`src/rtl/packet_disassembler.sv`:
```
// Receive-side HDMI data-island packet rebuilder: gathers 32 TERC4-decoded words into header
// and subpackets, verifies the BCH parity, and flags completed and truncated packets.
module packet_disassembler #(
    parameter int ERR_COUNT_WIDTH = 16
) (
    input  logic                       clock,
    input  logic                       reset_n,
    input  logic                       data_island_period,
    input  logic [8:0]                 packet_data,
    output logic [23:0]                header,
    output logic [223:0]               sub,
    output logic                       header_ecc_ok,
    output logic [3:0]                 sub_ecc_ok,
    output logic                       packet_valid,
    output logic                       packet_abort,
    output logic [ERR_COUNT_WIDTH-1:0] ecc_error_count,
    output logic [ERR_COUNT_WIDTH-1:0] abort_count
);

    localparam logic [7:0] BCH_POLY = 8'b1000_0011;

    function automatic logic [7:0] lfsr_step(input logic [7:0] ecc, input logic b);
        return {1'b0, ecc[7:1]} ^ ({8{ecc[0] ^ b}} & BCH_POLY);
    endfunction

    function automatic logic [ERR_COUNT_WIDTH-1:0] sat_inc(input logic [ERR_COUNT_WIDTH-1:0] c);
        return (&c) ? c : c + 1'b1;
    endfunction

    logic [1:0]        rst_sync;
    logic              rst_n_int;
    logic [4:0]        k;
    logic [23:0]       hdr_work;
    logic [7:0]        hdr_ecc;
    logic [7:0]        hdr_par;
    logic [3:0][55:0]  sub_work;
    logic [3:0][7:0]   sub_ecc;
    logic [3:0][7:0]   sub_par;

    logic [7:0]        hdr_ecc_next;
    logic [3:0][7:0]   sub_ecc_mid;
    logic [3:0][7:0]   sub_ecc_next;
    logic              hdr_ok_now;
    logic [3:0]        sub_ok_now;
    logic              last_word;
    logic              abort_now;

    // Reset asserts immediately but releases only on a clock edge.
    always_ff @(posedge clock or negedge reset_n) begin
        if (!reset_n) begin
            rst_sync <= 2'b00;
        end else begin
            rst_sync <= {rst_sync[0], 1'b1};
        end
    end

    assign rst_n_int = rst_sync[1];

    // The LFSRs restart from zero on the first pixel of every packet.
    always_comb begin
        hdr_ecc_next = lfsr_step((k == 5'd0) ? 8'h00 : hdr_ecc, packet_data[0]);
        sub_ecc_mid  = '0;
        sub_ecc_next = '0;
        sub_ok_now   = '0;
        for (int n = 0; n < 4; n++) begin
            sub_ecc_mid[n]  = lfsr_step((k == 5'd0) ? 8'h00 : sub_ecc[n], packet_data[1+n]);
            sub_ecc_next[n] = lfsr_step(sub_ecc_mid[n], packet_data[5+n]);
            sub_ok_now[n]   = (sub_ecc[n] == {packet_data[5+n], packet_data[1+n], sub_par[n][5:0]});
        end
        hdr_ok_now = (hdr_ecc == {packet_data[0], hdr_par[6:0]});
        last_word  = data_island_period && (k == 5'd31);
        abort_now  = !data_island_period && (k != 5'd0);
    end

    always_ff @(posedge clock or negedge rst_n_int) begin
        if (!rst_n_int) begin
            k               <= '0;
            hdr_work        <= '0;
            hdr_ecc         <= '0;
            hdr_par         <= '0;
            sub_work        <= '0;
            sub_ecc         <= '0;
            sub_par         <= '0;
            header          <= '0;
            sub             <= '0;
            header_ecc_ok   <= 1'b0;
            sub_ecc_ok      <= '0;
            packet_valid    <= 1'b0;
            packet_abort    <= 1'b0;
            ecc_error_count <= '0;
            abort_count     <= '0;
        end else begin
            packet_valid <= last_word;
            packet_abort <= abort_now;

            if (!data_island_period) begin
                k <= '0;
            end else begin
                k <= k + 5'd1;
                if (k < 5'd24) begin
                    hdr_work[k] <= packet_data[0];
                    hdr_ecc     <= hdr_ecc_next;
                end else begin
                    hdr_par[k[2:0]] <= packet_data[0];
                end
                // Pixels 28..31 carry parity pairs; k[1:0] is the pair index there.
                for (int n = 0; n < 4; n++) begin
                    if (k < 5'd28) begin
                        sub_work[n][{k, 1'b0}] <= packet_data[1+n];
                        sub_work[n][{k, 1'b1}] <= packet_data[5+n];
                        sub_ecc[n]             <= sub_ecc_next[n];
                    end else begin
                        sub_par[n][{k[1:0], 1'b0}] <= packet_data[1+n];
                        sub_par[n][{k[1:0], 1'b1}] <= packet_data[5+n];
                    end
                end
            end

            // The final parity bits arrive with the last word, so compare against the live input.
            if (last_word) begin
                header        <= hdr_work;
                sub           <= sub_work;
                header_ecc_ok <= hdr_ok_now;
                sub_ecc_ok    <= sub_ok_now;
                if (!hdr_ok_now || !(&sub_ok_now)) begin
                    ecc_error_count <= sat_inc(ecc_error_count);
                end
            end

            if (abort_now) begin
                abort_count <= sat_inc(abort_count);
            end
        end
    end

endmodule

```
`config.mk`:
```
export PLATFORM = sky130hd
export DESIGN_NAME = packet_disassembler
export DESIGN_NICKNAME = d
export VERILOG_FILES = /design/src/rtl/packet_disassembler.sv
export SDC_FILE = /design/constraint.sdc
export NUM_CORES = 1
export LEC_CHECK = 0
export CORE_AREA = 2 2 266 268
export CTS_CLUSTER_SIZE = 25
export DETAILED_ROUTE_END_ITERATION = 6
export DIE_AREA = 0 0 268 270
export DONT_BUFFER_PORTS = 1
export PLACE_DENSITY = 0.5
export SYNTH_ARGS = -nofsm -noshare
export SYNTH_HDL_FRONTEND = slang
export SYNTH_SLANG_ARGS = --single-unit
```
`constraint.sdc`:
```
create_clock -name clock -period 46.6 [get_ports clock]
set_input_delay 9.32 -clock clock [delete_from_list [all_inputs] [get_ports clock]]
set_output_delay 9.32 -clock clock [all_outputs]
set_load 0.02 [all_outputs]
```
==> results of run 1 <==
## stage by stage
stage	cells	power, mW	util	instance area (sq um)
after CTS	2608	1.27	0.396	27500
after detailed placement	2479	0.672	0.360	25000
after global routing	2608	1.31	0.396	27500
final	2609	1.25	0.396	27500
after floorplan	1611	0.656	-	24100
after global placement	2479	0.669	0.360	25000
## cells by family after synthesis
family / after synthesis / share of synthesized area
fa+ha+maj: 7 / 0.00363
compound gates: 49 / 0.0128
mux: 532 / 0.249
flops: 613 / 0.637
other cells: 1 / 0.000156
simple gates: 212 / 0.0443
xor+xnor: 102 / 0.0371
buf+inv: 95 / 0.0168
## synth_stat cells, types with 2 or more instances
master / count
sky130_fd_sc_hd__nand2b_1: 4
sky130_fd_sc_hd__buf_1: 6
sky130_fd_sc_hd__inv_2: 2
sky130_fd_sc_hd__inv_1: 7
sky130_fd_sc_hd__dfrtp_1: 613
sky130_fd_sc_hd__nor2_1: 13
sky130_fd_sc_hd__xor2_1: 31
sky130_fd_sc_hd__nand3b_1: 3
sky130_fd_sc_hd__nand3_1: 19
sky130_fd_sc_hd__xnor2_1: 71
sky130_fd_sc_hd__buf_6: 2
sky130_fd_sc_hd__and4_1: 2
sky130_fd_sc_hd__and2_1: 7
sky130_fd_sc_hd__nor4_1: 4
sky130_fd_sc_hd__mux2_1: 23
sky130_fd_sc_hd__nor2_2: 20
sky130_fd_sc_hd__nor2b_1: 2
sky130_fd_sc_hd__a22o_1: 5
sky130_fd_sc_hd__buf_2: 27
sky130_fd_sc_hd__or3_1: 3
sky130_fd_sc_hd__o31ai_1: 4
sky130_fd_sc_hd__nand2_1: 97
sky130_fd_sc_hd__mux2_2: 509
sky130_fd_sc_hd__clkbuf_1: 51
sky130_fd_sc_hd__ha_1: 7
sky130_fd_sc_hd__and3_1: 6
sky130_fd_sc_hd__nand4_1: 21
sky130_fd_sc_hd__o21ai_1: 32
sky130_fd_sc_hd__nor3_1: 4
## layer usage
metal / vias to the layer above / part of all wire
met5: - / 0
li1: 5604 / -
met1: 6759 / 0.42
met4: 0 / 0.022
met3: 85 / 0.074
met2: 227 / 0.49
## path summary, 6_finish.rpt
check                                      startpoint                        endpoint  slack (ns)  cells past startpoint
worst max-delay path               data_island_period  ecc_error_count[5]$_DFFE_PN0P_       35.33                      6
worst min-delay path            rst_sync[0]$_DFF_PN0_           rst_sync[1]$_DFF_PN0_        0.37                      0
worst max register to register         k[0]$_DFF_PN0_  ecc_error_count[5]$_DFFE_PN0P_       42.89                      9
worst min register to register  rst_sync[0]$_DFF_PN0_           rst_sync[1]$_DFF_PN0_        0.37                      0
max in group asynchronous                     reset_n           rst_sync[1]$_DFF_PN0_       38.12                      0
min in group asynchronous       rst_sync[1]$_DFF_PN0_            sub[214]$_DFFE_PN0P_        0.48                      0
## power by group through the flow
stage / registers (mW) / clock network [mW] / logic (mW)
floorplan: 0.599 / 0 / 0.0571
finish: 0.589 / 0.586 / 0.0714
global placement: 0.598 / 0 / 0.0710
CTS: 0.589 / 0.605 / 0.0734
global route: 0.594 / 0.630 / 0.0824
detailed placement: 0.599 / 0 / 0.0730
## worst max-delay path, delay by kind of cell
family / cells / cell delay, ns
AO/OA/AOI/OAI: 2 / 0.85
XOR/XNOR: 1 / 0.14
buffers and inverters: 1 / 0.67
AND/OR/NAND/NOR: 2 / 0.72
## area by class of cell
type | instances | area [sq um]
diodes | 1 | 2.50
flip-flops and latches | 613 | 15300
well taps | 940 | 1180
clock inverters | 29 | 410
repair buffers | 14 | 105
fillers | 6524 | 42000
inverters | 9 | 36.3
clock buffers | 100 | 2090
multi-input cells | 903 | 8370
## registers in the layout, indices dropped and copies added (netlist names)
name and flops:
sub_par 24, packet_abort 1, sub 224, hdr_par 7
sub_work 224, hdr_work 24, sub_ecc 32, k 5
sub_ecc_ok 4, ecc_error_count 16, hdr_ecc 8, rst_sync 2
abort_count 16, packet_valid 1, header 24, header_ecc_ok 1
## placed cells by master, fill, tap and decap left out, drive strengths merged, types with 2 or more instances in the layout
cell | netlist | final
dfrtp | 613 | 613
mux2 | 532 | 532
clkbuf | 51 | 100
nand2 | 97 | 97
xnor2 | 71 | 71
o21ai | 33 | 33
nor2 | 33 | 33
xor2 | 31 | 31
nand4 | 22 | 22
nand3 | 20 | 20
clkinv | 0 | 16
buf | 35 | 14
inv | 9 | 12
bufinv | 0 | 8
and2 | 8 | 8
ha | 7 | 7
and3 | 6 | 6
a22o | 5 | 5
nor4 | 5 | 5
nand2b | 4 | 4
o31ai | 4 | 4
nor3 | 4 | 4
nand3b | 3 | 3
or3 | 3 | 3
nor2b | 2 | 2
and4 | 2 | 2
clkinvlp | 0 | 2
==> results.sh, run 1 <==
export IMPL_run_status="completed"
export IMPL_vias=12700
export IMPL_synth_yosys_seq_area_share=0.637
export IMPL_timing_critical_path_slowest_stage_cell="sky130_fd_sc_hd__inv_4"
export IMPL_period_share=0.242
export IMPL_share_seq_of_total_power=0.473
export IMPL_final_max_slew_violation_count=0
export IMPL_global_route_peak_usage_layer="met2"
export IMPL_timing_final_ws_setup_ns=35.33
export IMPL_cts_repair_resize_count=0
export IMPL_cts_made_buffers=72
export IMPL_p_sw_frac=0.233
export IMPL_max_cap_violations=0
export IMPL_syn_avg_cell_area_sq_um=15.0
export IMPL_htree_num_levels=3
export IMPL_routed_wirelength_um=58500
export IMPL_critical_path_peak_fanout=51
export IMPL_endpoint_kind="flop"
export IMPL_clock_latency_ns=0.61
export IMPL_grt_util_met3=0.0578
export IMPL_floorplan_io_pins=299
export IMPL_die_height_um=270
export IMPL_power_density_mw_per_mm2=45.3
export IMPL_finalHoldViolations=0
export IMPL_via_count_of_the_first_global_routing_pass=13600
export IMPL_dp_slack_ns=34.59
export IMPL_cts_root_buf="sky130_fd_sc_hd__clkbuf_16"
export IMPL_core_area_sq_mm=0.0695
export IMPL_synthFlopType="sky130_fd_sc_hd__dfrtp_1"
export IMPL_timing_worst_setup_path_type="input port to flop"
export IMPL_worst_endpoint_required_ns=47.12
export IMPL_worst_path_largest_cell_delay_ns=0.67
export IMPL_pwr_share_comb=0.057
export IMPL_wire_length_of_the_first_global_routing_pass_um=90000
export IMPL_leakage_nw=13.4
export IMPL_met1_usage=0.205
export IMPL_crit_chain="nand2_4, inv_4, o41ai_1, a31oi_2, and4_1, xor2_1"
export IMPL_fmax_mhz=88.8
export IMPL_antenna_violations_before_repair=0
export IMPL_final_layout_size_suffix_gt1_frac=0.405
export IMPL_pin_count_of_the_biggest_net_entering_global_routing=82
export IMPL_synth_largest_type_area_fraction=0.637
export IMPL_gpl_final_weighted_congestion=0.729
export IMPL_slew_limit_headroom=0.309
export IMPL_share_clk_of_total_power=0.470
export IMPL_synthTopCellsByArea="sky130_fd_sc_hd__dfrtp_1, sky130_fd_sc_hd__mux2_2, sky130_fd_sc_hd__xnor2_1"
export IMPL_cts_clk_slew_worst_paths_ns=0.06
export IMPL_cell_variety_after_synth=45
export IMPL_area_growth_from_synthesis_to_layout_pct=14.3
export IMPL_worst_ir_drop_vdd_mv=0.0239
export IMPL_post_cts_setup_buffer_count=0
export IMPL_detail_route_iter0_violations=595
export IMPL_total_routing_resource_utilization_after_global_routing=0.166
export IMPL_start_util=0.347
export IMPL_number_of_enable_type_register_cells_in_the_synthesized_netlist=0
export IMPL_post_route_min_period_ns=11.27
export IMPL_drc_errors=0
export IMPL_drt_first_pass_iters=6
export IMPL_worst_slew_pin_transition_ns=1.04
export IMPL_clock_tree_buffer_depth=3
export IMPL_finalHoldWorstSlack_ns=0.371
export IMPL_number_of_core_rows=97
export IMPL_library_cell_occupying_the_most_area_in_the_post_synthesis_netlist="sky130_fd_sc_hd__dfrtp_1"
export IMPL_rsz0062_at_grt="no"
export IMPL_critPathLaunchType="input port"
export IMPL_synth_seq_cells=613
export IMPL_tritoncts="done"
export IMPL_switchingPower_mw=0.290
export IMPL_syn_area_sq_mm=0.0241
export IMPL_clock_skew_ns=0.0168
export IMPL_dp_hpwl_um=36200
export IMPL_gr_total_overflow=0
export IMPL_wl_per_cell_um=22.4
export IMPL_count_of_nets_after_finishing=1632
export IMPL_clock_sink_count=613
export IMPL_postSynthCellCount=1611
export IMPL_design_die_area_sq_mm=0.0724
export IMPL_die_width_um=268
export IMPL_post_synthesis_net_count=1630
export IMPL_endpoint_arrival_time_on_the_critical_path_ns=11.78
export IMPL_port_buffers=0
export IMPL_p_int_mw=0.956
export IMPL_holdCritPathClass="flop to flop"
export IMPL_yosysWarnings=0
export IMPL_global_route_usage_met2=0.270
export IMPL_cts_hold_buffers=0
export IMPL_setup_viol_count_final=0
export IMPL_antenna_left=0
export IMPL_postSynth_asyncResetShare=1.00
export IMPL_post_drt_via_cell_ratio=4.86
export IMPL_final_setup_tns_ns=0
Power figures use the tool's default switching activity.
==> inputs of run 2 (changes only) <==
PLACE_DENSITY = 0.51   (was 0.5)
clock period = 9.15 ns   (was 46.6 ns; I/O delays follow)
==> run 2 against run 1 <==
Final cell count barely moved. Via count is 0.28% higher. Clock power grew to 5.1 times the previous value. Sequential power increased to 5.1 times the previous value. Global-route usage up 0.071 points. Wire length up 0.95%. Sequential share of layout area up 0.058 points. Critical path type unchanged. Critical endpoint is now sub[3]$_DFFE_PN0P_. Highest routed layer unchanged.
==> results.sh, run 2 (same netlist as run 1, synthesis figures left out) <==
export IMPL_htree_num_levels=3
export IMPL_crit_chain="nand2_4, inv_4, buf_4, mux2_2"
export IMPL_worst_endpoint_required_ns=9.63
export IMPL_fmax_mhz=274
export IMPL_post_route_min_period_ns=3.64
export IMPL_worst_slew_pin_transition_ns=1.18
export IMPL_count_of_nets_after_finishing=1630
export IMPL_dp_slack_ns=4.73
export IMPL_post_drt_via_cell_ratio=4.87
export IMPL_final_setup_tns_ns=0
export IMPL_design_die_area_sq_mm=0.0724
export IMPL_core_area_sq_mm=0.0695
export IMPL_vias=12700
export IMPL_cts_repair_resize_count=0
export IMPL_die_width_um=268
export IMPL_fillCellCount=6481
export IMPL_cts_hold_buffers=0
export IMPL_gpl_final_weighted_congestion=0.724
export IMPL_antenna_left=0
export IMPL_drt_first_pass_iters=4
export IMPL_clock_latency_ns=0.61
export IMPL_wl_per_cell_um=22.6
export IMPL_antenna_violations_before_repair=1
export IMPL_cts_made_buffers=72
export IMPL_number_of_core_rows=97
export IMPL_via_count_of_the_first_global_routing_pass=13500
export IMPL_area_growth_from_synthesis_to_layout_pct=14.1
export IMPL_dp_cells=2477
export IMPL_critical_path_peak_fanout=61
export IMPL_routed_wirelength_um=59100
export IMPL_clock_skew_ns=0.0223
export IMPL_die_height_um=270
export IMPL_max_cap_violations=0
export IMPL_final_cell_mix="sky130_fd_sc_hd__dfrtp_1, sky130_fd_sc_hd__mux2_2, sky130_fd_sc_hd__nand2_1"
export IMPL_wire_length_of_the_first_global_routing_pass_um=90200
export IMPL_layoutNonFillerInstCount=2610
export IMPL_tritoncts="done"
export IMPL_post_cts_setup_buffer_count=0
export IMPL_holdCritPathClass="flop to flop"
export IMPL_timing_worst_setup_path_type="input port to flop"
export IMPL_slew_limit_headroom=0.209
export IMPL_detail_route_iter0_violations=572
export IMPL_layout_area_seq_sq_mm=0.0153
export IMPL_endpoint_kind="flop"
export IMPL_run_status="completed"
export IMPL_final_layout_size_suffix_gt1_frac=0.403
export IMPL_pin_count_of_the_biggest_net_entering_global_routing=185
export IMPL_worst_path_largest_cell_delay_ns=0.78
export IMPL_timing_critical_path_slowest_stage_cell="sky130_fd_sc_hd__buf_4"
export IMPL_finalHoldWorstSlack_ns=0.345
export IMPL_critPathLaunchType="input port"
export IMPL_cts_root_buf="sky130_fd_sc_hd__clkbuf_16"
export IMPL_power_density_mw_per_mm2=230
export IMPL_timing_critical_path_max_delay_family="buffers and inverters"
export IMPL_final_max_slew_violation_count=0
export IMPL_dp_hpwl_um=36200
export IMPL_finalHoldViolations=0
export IMPL_gr_total_overflow=0
export IMPL_multi_input_area_sq_mm=0.00837
export IMPL_drc_errors=0
export IMPL_cts_clk_slew_worst_paths_ns=0.06
export IMPL_timing_final_ws_setup_ns=5.51
export IMPL_period_share=0.398
export IMPL_worst_ir_drop_vdd_mv=0.186
export IMPL_clock_tree_buffer_depth=3
export IMPL_timing_critical_path_buf_inv=2
export IMPL_rsz0062_at_grt="no"
export IMPL_floorplan_io_pins=299
export IMPL_start_util=0.347
export IMPL_leakage_nw=13.4
export IMPL_clock_sink_count=613
export IMPL_endpoint_arrival_time_on_the_critical_path_ns=4.12
export IMPL_setup_viol_count_final=0
export IMPL_port_buffers=0
export IMPL_biggest_registers_after_layout="sub: 224 flops, sub_work: 224 flops, sub_ecc: 32 flops"
export IMPL_total_power_mw=6.32
export IMPL_final_common_cell="sky130_fd_sc_hd__dfrtp_1"
export IMPL_total_routing_resource_utilization_after_global_routing=0.166
==> run 2: final cells by class <==
cell class                      count  share of cell area
Timing Repair Buffer               12             0.00373
Multi-Input combinational cell    903               0.304
Antenna cell                        2            0.000182
Inverter                            9             0.00132
Sequential cell                   613               0.558
Tap cell                          940              0.0428
Clock inverter                     29              0.0131
Clock buffer                      102              0.0766
==> run 2: path summary, 6_finish.rpt <==
check,start,end,slack (ns),depth (start not counted)
min reg2reg,rst_sync[0]$_DFF_PN0_,rst_sync[1]$_DFF_PN0_,0.34,0
min in group asynchronous,rst_sync[1]$_DFF_PN0_,sub_work[160]$_DFFE_PN0P_,0.39,0
max in group asynchronous,rst_sync[1]$_DFF_PN0_,sub[71]$_DFFE_PN0P_,6.47,2
max reg2reg,k[0]$_DFF_PN0_,sub[3]$_DFFE_PN0P_,5.54,7
min,rst_sync[0]$_DFF_PN0_,rst_sync[1]$_DFF_PN0_,0.34,0
max,data_island_period,sub[3]$_DFFE_PN0P_,5.51,4
==> run 2: worst reg2reg max path, stage by stage (launching register included) <==
cell and delay (ns):
sky130_fd_sc_hd__dfrtp_1 0.49, sky130_fd_sc_hd__ha_1 0.28, sky130_fd_sc_hd__and3_1 0.19, sky130_fd_sc_hd__ha_1 0.20, sky130_fd_sc_hd__nand2_4 0.45, sky130_fd_sc_hd__inv_4 0.59, sky130_fd_sc_hd__buf_4 0.79, sky130_fd_sc_hd__mux2_2 0.49
==> run 2: where the power goes <==
part           internal [mW]  switching (mW)
clock network           1.79            1.17
registers               2.86           0.138
logic                  0.180           0.186
==> run 2: routing by layer <==
metal / track usage / vias to the layer above / routed length, um
met4: 0.0456 / 0 / 972
li1: - / 5618 / -
met3: 0.0547 / 67 / 4130
met5: 0 / - / 0
met2: 0.274 / 242 / 29100
met1: 0.209 / 6784 / 24900
==> run 2: metrics by stage <==
stage          area (sq um)   util
3_3_place_gp          25000  0.360
6_report              27500  0.395
3_5_place_dp          25000  0.360
4_1_cts               27500  0.395
2_1_floorplan         24100      -
5_1_grt               27500  0.395
